`src/rtl/fft_band_flag_gen.sv`:
```
// Streaming FFT band-energy detector: sums a fixed bin band per frame, compares it to a
// threshold, and raises a stretched level flag after enough consecutive hit frames.
module fft_band_flag_gen #(
  parameter int unsigned N_BINS      = 512,
  parameter int unsigned BIN_IDX_W   = 9,
  parameter int unsigned MAG_W       = 16,
  parameter int unsigned ACC_W       = 32,
  parameter int unsigned BAND_LO     = 40,
  parameter int unsigned BAND_HI     = 80,
  parameter int unsigned HIT_FRAMES  = 3,
  parameter int unsigned HOLD_CYCLES = 1000
) (
  input  logic             clk,
  input  logic             reset_n,
  input  logic             enable,
  input  logic [ACC_W-1:0] threshold,
  input  logic             bin_valid,
  input  logic             bin_last,
  input  logic [MAG_W-1:0] bin_mag,
  output logic             fft_flag_out,
  output logic [ACC_W-1:0] band_energy,
  output logic             energy_valid,
  output logic             frame_err
);

  localparam int unsigned CNT_W  = $clog2(HIT_FRAMES + 1);
  localparam int unsigned HOLD_W = $clog2(HOLD_CYCLES + 1);

  localparam logic [BIN_IDX_W-1:0] LAST_IDX  = BIN_IDX_W'(N_BINS - 1);
  localparam logic [BIN_IDX_W-1:0] LO_IDX    = BIN_IDX_W'(BAND_LO);
  localparam logic [BIN_IDX_W-1:0] HI_IDX    = BIN_IDX_W'(BAND_HI);
  localparam logic [CNT_W-1:0]     CNT_FULL  = CNT_W'(HIT_FRAMES);
  localparam logic [HOLD_W-1:0]    HOLD_LOAD = HOLD_W'(HOLD_CYCLES);

  typedef enum logic [1:0] {RX_SYNC, RX_ACCUM, RX_DISCARD} rx_state_e;
  typedef enum logic       {FLAG_QUIET, FLAG_ALERT}        flag_state_e;

  rx_state_e             rx_state_q, rx_state_d;
  logic [BIN_IDX_W-1:0]  idx_q, idx_d;
  logic [ACC_W-1:0]      acc_q, acc_d;
  logic [ACC_W-1:0]      band_energy_q, band_energy_d;
  logic                  energy_valid_q, energy_valid_d;
  logic                  frame_err_q, frame_err_d;
  flag_state_e           flag_state_q, flag_state_d;
  logic [CNT_W-1:0]      hit_cnt_q, hit_cnt_d;
  logic [HOLD_W-1:0]     hold_q, hold_d;

  logic                  in_band;
  logic [ACC_W:0]        addend;
  logic [ACC_W:0]        sum_ext;
  logic [ACC_W-1:0]      sum_sat;
  logic                  good_frame;
  logic                  frame_hit;
  logic                  frame_bad;

  // Carry out of the widened add means the band sum overflowed; clamp instead of wrapping.
  always_comb begin
    in_band = (idx_q >= LO_IDX) && (idx_q <= HI_IDX);
    addend  = in_band ? {{(ACC_W + 1 - MAG_W){1'b0}}, bin_mag} : '0;
    sum_ext = {1'b0, acc_q} + addend;
    sum_sat = sum_ext[ACC_W] ? '1 : sum_ext[ACC_W-1:0];
  end

  // NOTE: every signal written here gets a default first so no path leaves one unassigned,
  // which would otherwise infer a latch.
  always_comb begin
    rx_state_d     = rx_state_q;
    idx_d          = idx_q;
    acc_d          = acc_q;
    band_energy_d  = band_energy_q;
    energy_valid_d = 1'b0;
    frame_err_d    = 1'b0;
    good_frame     = 1'b0;
    frame_hit      = 1'b0;
    frame_bad      = 1'b0;

    if (!enable) begin
      rx_state_d = RX_SYNC;
      idx_d      = '0;
      acc_d      = '0;
    end else if (bin_valid) begin
      case (rx_state_q)
        RX_SYNC, RX_DISCARD: begin
          if (bin_last) begin
            rx_state_d = RX_ACCUM;
            idx_d      = '0;
            acc_d      = '0;
          end
        end
        RX_ACCUM: begin
          if (bin_last) begin
            idx_d = '0;
            acc_d = '0;
            if (idx_q == LAST_IDX) begin
              good_frame     = 1'b1;
              frame_hit      = (sum_sat >= threshold);
              band_energy_d  = sum_sat;
              energy_valid_d = 1'b1;
            end else begin
              frame_bad   = 1'b1;
              frame_err_d = 1'b1;
            end
          end else if (idx_q == LAST_IDX) begin
            // Frame overran without a last marker: drop everything up to the next one.
            frame_bad   = 1'b1;
            frame_err_d = 1'b1;
            rx_state_d  = RX_DISCARD;
            idx_d       = '0;
            acc_d       = '0;
          end else begin
            idx_d = idx_q + BIN_IDX_W'(1);
            acc_d = sum_sat;
          end
        end
        default: rx_state_d = RX_SYNC;
      endcase
    end
  end

  always_comb begin
    flag_state_d = flag_state_q;
    hit_cnt_d    = hit_cnt_q;
    hold_d       = hold_q;

    if (!enable) begin
      flag_state_d = FLAG_QUIET;
      hit_cnt_d    = '0;
      hold_d       = '0;
    end else begin
      case (flag_state_q)
        FLAG_QUIET: begin
          if (frame_bad || (good_frame && !frame_hit)) begin
            hit_cnt_d = '0;
          end else if (good_frame && frame_hit) begin
            if (hit_cnt_q >= CNT_FULL - CNT_W'(1)) begin
              hit_cnt_d    = CNT_FULL;
              flag_state_d = FLAG_ALERT;
              hold_d       = HOLD_LOAD;
            end else begin
              hit_cnt_d = hit_cnt_q + CNT_W'(1);
            end
          end
        end
        FLAG_ALERT: begin
          // Only a fresh hit extends the hold; misses and errors let it run down untouched.
          if (good_frame && frame_hit) begin
            hold_d = HOLD_LOAD;
          end else if (hold_q <= HOLD_W'(1)) begin
            flag_state_d = FLAG_QUIET;
            hold_d       = '0;
            hit_cnt_d    = '0;
          end else begin
            hold_d = hold_q - HOLD_W'(1);
          end
        end
        default: flag_state_d = FLAG_QUIET;
      endcase
    end
  end

  // NOTE: state registers use non-blocking assignments so every flop samples pre-edge values.
  always_ff @(posedge clk or negedge reset_n) begin
    if (!reset_n) begin
      rx_state_q     <= RX_SYNC;
      idx_q          <= '0;
      acc_q          <= '0;
      band_energy_q  <= '0;
      energy_valid_q <= 1'b0;
      frame_err_q    <= 1'b0;
      flag_state_q   <= FLAG_QUIET;
      hit_cnt_q      <= '0;
      hold_q         <= '0;
    end else begin
      rx_state_q     <= rx_state_d;
      idx_q          <= idx_d;
      acc_q          <= acc_d;
      band_energy_q  <= band_energy_d;
      energy_valid_q <= energy_valid_d;
      frame_err_q    <= frame_err_d;
      flag_state_q   <= flag_state_d;
      hit_cnt_q      <= hit_cnt_d;
      hold_q         <= hold_d;
    end
  end

  assign fft_flag_out = (flag_state_q == FLAG_ALERT);
  assign band_energy  = band_energy_q;
  assign energy_valid = energy_valid_q;
  assign frame_err    = frame_err_q;

endmodule

```
`config.mk`:
```
export PLATFORM = sky130hd
export DESIGN_NAME = fft_band_flag_gen
export DESIGN_NICKNAME = d
export VERILOG_FILES = /design/src/rtl/fft_band_flag_gen.sv
export SDC_FILE = /design/constraint.sdc
export NUM_CORES = 1
export LEC_CHECK = 0
export CORE_MARGIN = 2
export CORE_UTILIZATION = 55
export DETAILED_ROUTE_END_ITERATION = 10
export PLACE_DENSITY = 0.87
export SLEW_MARGIN = 10
export SYNTH_ARGS = -nofsm -noshare
export SYNTH_HDL_FRONTEND = slang
export SYNTH_SLANG_ARGS = --single-unit
```
`constraint.sdc`:
```
create_clock -name clk -period 9.6 [get_ports clk]
set_clock_uncertainty 0.1 [all_clocks]
set_input_delay 1.44 -clock clk [delete_from_list [all_inputs] [get_ports clk]]
set_output_delay 1.44 -clock clk [all_outputs]
set_load 0.1 [all_outputs]
```
==> results.py, run 1 <==
metrics = {
    "synth": {
        "synth_seq_area_share": 0.363,
        "synthDistinctLibCells": 67,
        "synth_top_area_frac": 0.363,
        "synth_top_cell_by_area": "dfrtp_1",
        "syn_area_per_cell_um2": 8.51,
        "synth-simple-area-share": 0.200,
        "syn_inst": 729,
        "synth-compound-area-share": 0.211,
        "syn_area_mm2": 0.00620,
        "synthTopCellsByArea": "dfrtp_1, ha_1, nand2_1",
        "yosys_warnings": 0,
        "synth_nets": 837,
        "yosys.area_share.xor_xnor": 0.0325,
        "synthFlopType": "dfrtp_1",
        "synth_edf_count": 0,
        "synth_top_family_by_area": "compound AO/OA/AOI/OAI gates",
        "muxShareOfSynthArea": 0.0254,
        "postSynth.asyncResetShare": 1.00,
        "synth_fa_ha_area_frac": 0.112,
        "ys_seq_elements": 90,
    },
    "min_path": {
        "hold_depth": 2,
        "hold_class": "reg -> reg",
        "min_from": "band_energy[0]",
        "min_to": "band_energy[0]",
    },
    "global_routing": {
        "grt_pass1_wl_um": 26500,
        "antenna_found_initial": 0,
        "grt_max_degree": 91,
        "grt_remaining_overflow": 0,
        "grt_pass1_vias": 5689,
        "grt_usage": 0.281,
    },
    "die": {
        "die_h_um": 110,
        "num_io_pins": 88,
        "start_util": 0.567,
        "die_area_mm2": 0.0121,
        "rows": 38,
        "die_w_um": 110,
        "coreArea_mm2": 0.0109,
    },
    "worst_setup_path": {
        "r2r_setup_slack_ns": 2.78,
        "reg2reg_depth": 25,
        "r2r_start": "idx_q[0]",
        "endpoint_kind": "flop",
        "worst_setup_path_start_kind": "input port",
        "crit_path_max_fanout": 43,
        "worstSetupPathType": "in -> reg",
        "critPathArrivalTime_ns": 7.05,
        "rr_endpoint": "hold_q[0]",
        "cp_data_required_time_ns": 9.75,
    },
    "clock_tree": {
        "cts_resized": 0,
        "cts.sinks": 90,
        "numCtsBuffers": 9,
        "cts_tree": "done",
        "post_cts_buffers": 0,
        "clk_path_buf_depth": 2,
        "cts_hold_buf": 0,
        "h-tree-depth": 3,
        "clk_pin_slew_ns": 0.06,
        "cts_root_buf": "clkbuf_16",
        "clk_latency_ns": 0.35,
    },
    "detailed_routing": {
        "initialDrtViolationCount": 557,
        "route.detailed.drc": 0,
        "antenna_left": 0,
        "wl_um": 16400,
        "wire_per_inst_um": 17.4,
        "dr_total_vias": 5824,
        "dr.pass1.iters": 6,
        "vias_per_cell": 6.18,
    },
    "placed_design": {
        "dpl.hpwl_um": 11700,
        "placedCellCount": 928,
        "gp_congestion": 0.872,
        "port-buffer-count": 87,
        "preCtsSetupSlack_ns": 2.58,
    },
    "layout": {
        "area_growth_pct": 19.4,
        "drive_gt1_frac": 0.0561,
        "finish.net_count": 907,
        "stdcell_count": 942,
        "diodes": 0,
        "final_cell_mix": "dfrtp_1, nand2_1, clkdlybuf4s50_1",
        "layout_commonest_cell": "dfrtp_1",
    },
    "power_and_ir_drop": {
        "ir_drop_v": 0.0000920,
        "leakage_uw": 0.00362,
        "power.density_mw_per_mm2": 108,
    },
    "sta": {
        "period_share": 0.718,
        "worstMarginPinSlew_ns": 1.24,
        "setup_viol": 0,
        "final_max_slew_viol_count": 0,
        "fin_ws_ns": 2.71,
        "slew_headroom": 0.167,
        "post-route-min-period_ns": 6.89,
        "fin_setup_tns_ns": 0,
        "hold_viol": 0,
        "fmax_ghz": 0.145,
        "rsz0062_at_grt": "false",
    },
    "run_status": {
        "status": "finished, final reports clean",
    },
    "run": {
        "maxCapViolCount": 0,
    },
}
## stage by stage
step | hold slack [ns] | utilization | cell area, µm² | power [µW]
floorplan | 0.355 | - | 6200 | 418
global placement | 0.368 | 0.652 | 7130 | 453
detailed placement | 0.371 | 0.652 | 7130 | 456
CTS | 0.385 | 0.677 | 7400 | 799
global route | 0.420 | 0.677 | 7410 | 820
finish | 0.384 | 0.677 | 7410 | 796
## cell type report
class	instances	area, µm²
inverter	54	203
clock buffer	11	233
sequential	90	2250
clock inverter	3	42.5
multi-input combinational	554	3610
tap	140	175
fill	859	3530
timing repair buffer	90	895
## kinds of logic after synthesis
kind of cell    after synthesis
buf+inv                      85
mux                          13
simple gates                256
compound gates              207
fa+ha+maj                    55
flops                        90
xor+xnor                     23
## worst max path at each step
stage | endpoint | start | slack [ns]
final | hold_q[0] | bin_mag[0] | 2.71
after CTS | hold_q[0] | bin_mag[0] | 2.88
after floorplan | hit_cnt_q[1] | idx_q[0] | 4.06
after global routing | hold_q[0] | idx_q[0] | 2.38
after global placement | hold_q[0] | bin_mag[0] | 2.89
after detailed placement | hold_q[0] | bin_mag[0] | 2.58
## registers in the layout, summed over array words and instances (netlist names)
signal,cells
hold_q,10
fft_flag_out,1
hit_cnt_q,2
idx_q,9
energy_valid,1
acc_q,32
band_energy,32
frame_err,1
rx_state_q,2
## report_power, final
group | switching (µW) | internal [µW]
clock network | 148 | 199
registers | 1.95 | 382
logic | 36.3 | 30.0
## cells in the mapped netlist (2+ instances only)
cell type / instances
a21o_1: 11
o21ai_1: 5
nor3_1: 12
a21oi_2: 4
nor2b_1: 5
nand3_2: 2
nand4_1: 16
nand2_1: 86
buf_6: 2
nand3_1: 17
ha_1: 54
xor2_1: 10
a211o_1: 2
clkbuf_1: 17
mux2i_1: 3
a21boi_0: 2
o31ai_1: 3
dfrtp_1: 90
nor3b_1: 2
a22o_1: 10
a31oi_1: 27
or2_2: 2
a21oi_1: 50
o21a_1: 7
and2_1: 20
buf_2: 10
xnor2_1: 13
mux2_4: 4
mux2_2: 5
a31o_1: 2
nor4_1: 2
nor2_1: 59
o22ai_1: 2
and3_1: 17
o211ai_1: 3
and4_1: 4
a311oi_1: 2
a211oi_1: 6
o21ai_0: 56
a31o_2: 3
inv_1: 53
nand2b_1: 4
## worst max-delay path, stage by stage
cell	delay, ns
clkdlybuf4s50_1	0.45
and2_1	0.12
ha_1	0.18
fa_1	0.23
a211oi_1	0.12
o211ai_2	0.25
nand3_2	0.12
o311ai_1	0.47
nand3_2	0.77
nand2_1	0.36
ha_1	0.30
a211o_1	0.31
a31oi_1	0.20
o21ai_0	0.17
a211o_1	0.35
a32oi_1	0.33
nand2_1	0.34
or2_1	0.34
mux2i_1	0.19
## per-layer routing
metal	GRT usage	up-vias	routed length [µm]	part of all wire
met1	0.359	2808	6740	0.41
met4	0.145	0	572	0.035
li1	-	2720	-	-
met5	0	-	0	0
met3	0.0288	46	1020	0.062
met2	0.472	250	8100	0.49
No activity file was read; power rests on OpenSTA's default activity.
==> inputs of run 2 (changes only) <==
--- a/config.mk
+++ b/config.mk
@@ -6,9 +6,9 @@
 export NUM_CORES = 1
 export LEC_CHECK = 0
 export CORE_MARGIN = 2
-export CORE_UTILIZATION = 55
+export CORE_UTILIZATION = 50
 export DETAILED_ROUTE_END_ITERATION = 10
-export PLACE_DENSITY = 0.87
+export PLACE_DENSITY = 0.84
 export SLEW_MARGIN = 10
 export SYNTH_ARGS = -nofsm -noshare
 export SYNTH_HDL_FRONTEND = slang
==> constraint.sdc (replaced) <==
create_clock -name clk -period 5.65 [get_ports clk]
set_clock_uncertainty 0.1 [all_clocks]
set_input_delay 0.8475 -clock clk [delete_from_list [all_inputs] [get_ports clk]]
set_output_delay 0.8475 -clock clk [all_outputs]
set_load 0.1 [all_outputs]
==> results.py, run 2 (synthesis gave the netlist of run 1 again) <==
metrics = {
    "run_status": {
        "status": "finished, final reports clean",
    },
    "global_routing": {
        "grt_pass1_wl_um": 26200,
        "grt_pass1_vias": 5452,
        "antenna_found_initial": 0,
        "grt_remaining_overflow": 0,
        "grt_max_degree": 55,
        "grt_usage": 0.249,
    },
    "placed_design": {
        "port-buffer-count": 87,
        "placed_area_mm2": 0.00749,
        "placedCellCount": 998,
        "gp_congestion": 0.919,
        "dpl.hpwl_um": 11900,
    },
    "power_and_ir_drop": {
        "leakage_uw": 0.00394,
        "power.density_mw_per_mm2": 171,
        "finalPower_uw": 1400,
        "ir_drop_v": 0.000139,
    },
    "sta": {
        "slew_headroom": 0.315,
        "period_share": 0.971,
        "worstMarginPinSlew_ns": 1.02,
        "fmax_ghz": 0.182,
        "final_max_slew_viol_count": 0,
        "hold_viol": 0,
        "setup_viol": 0,
        "hold_slack_ns": 0.360,
        "post-route-min-period_ns": 5.48,
        "rsz0062_at_grt": "true",
    },
    "layout": {
        "fill_cells": 879,
        "area_growth_pct": 31.6,
        "stdcell_count": 1024,
        "final_cell_mix": "dfrtp_1, clkdlybuf4s50_1, nand2_1",
        "final_area_mm2": 0.00816,
        "diodes": 0,
        "multi_input_area_mm2": 0.00389,
        "layout_commonest_cell": "dfrtp_1",
        "drive_gt1_frac": 0.159,
        "seq_area_mm2": 0.00225,
        "finish.net_count": 959,
    },
    "min_path": {
        "hold_class": "in -> async",
    },
    "detailed_routing": {
        "dr.pass1.iters": 5,
        "wl_um": 17300,
        "dr_total_vias": 6012,
        "route.detailed.drc": 0,
        "antenna_left": 0,
        "initialDrtViolationCount": 533,
        "wire_per_inst_um": 16.9,
        "vias_per_cell": 5.87,
    },
    "clock_tree": {
        "clk_pin_slew_ns": 0.07,
        "cts_tree": "done",
        "clk_latency_ns": 0.35,
        "numCtsBuffers": 9,
        "clk_path_buf_depth": 2,
        "cts_hold_buf": 0,
        "cts_root_buf": "clkbuf_16",
        "h-tree-depth": 3,
        "cts.sinks": 90,
    },
    "die": {
        "die_h_um": 115,
        "rows": 40,
        "coreArea_mm2": 0.0121,
        "die_area_mm2": 0.0133,
        "die_w_um": 115,
        "num_io_pins": 88,
        "start_util": 0.514,
    },
    "worst_setup_path": {
        "worstSetupPathType": "reg -> reg",
        "crit_path_max_fanout": 8,
        "crit_path_top_delay_cell": "dfrtp_1",
        "slowest_delay_ns": 0.40,
        "worst_setup_path_start_kind": "flop",
        "crit_family": "compound AO/OA/AOI/OAI gates",
        "cp_data_required_time_ns": 5.82,
        "timing.critical_path.mode_cell": "buf_4",
        "critPathArrivalTime_ns": 5.66,
        "endpoint_kind": "flop",
        "crit_buf_inv": 7,
    },
    "run": {
        "maxCapViolCount": 0,
    },
}
[run 2: timing repair]
item	4_1_cts	5_1_grt
setup buffers	2	8
resized for setup	4	52
pin swaps	2	18
gates cloned	1	0
setup endpoints to repair	9	13
[run 2: path summary, 6_finish.rpt]
path,start,endpoint,slack (ns),depth (start not counted)
setup / recovery,idx_q[1],hold_q[7],0.17,28
hold reg to reg,band_energy[1],band_energy[1],0.40,2
setup reg to reg,idx_q[1],hold_q[7],0.17,28
max in group asynchronous,reset_n,hold_q[9],4.00,2
min in group clk,band_energy[1],band_energy[1],0.40,2
hold / removal,reset_n,band_energy[0],0.36,1
[run 2: final cells by class]
class	count	share of cell area
Multi-Input combinational cell	554	0.476
Sequential cell	90	0.276
Timing Repair Buffer	142	0.160
Clock buffer	9	0.0276
Tap cell	168	0.0258
Inverter	54	0.0248
Clock inverter	7	0.00935
[run 2: metal layers]
| metal | up-vias | share of wire | track usage |
|---|---|---|---|
| met3 | 35 | 0.059 | 0.0401 |
| met4 | 0 | 0.024 | 0.0827 |
| li1 | 2817 | - | - |
| met5 | - | 0 | 0 |
| met1 | 2915 | 0.44 | 0.346 |
| met2 | 245 | 0.48 | 0.398 |
[run 2: report_power, final]
| part | internal (µW) | leakage (µW) | switching (µW) |
|---|---|---|---|
| registers | 648 | 0.00125 | 2.95 |
| logic | 53.1 | 0.00255 | 63.9 |
| clock network | 348 | 0.000148 | 279 |
| total | 1050 | 0.00394 | 346 |
[run 2: per-stage QoR]
stage                     utilization  TNS (ns)  setup WS, ns
after detailed placement        0.621   -0.0926       -0.0598
after floorplan                     -         0         0.106
final                           0.677         0         0.165
after global placement          0.621         0        0.0432
after global routing            0.677    -0.624        -0.102
after CTS                       0.651         0       0.00329
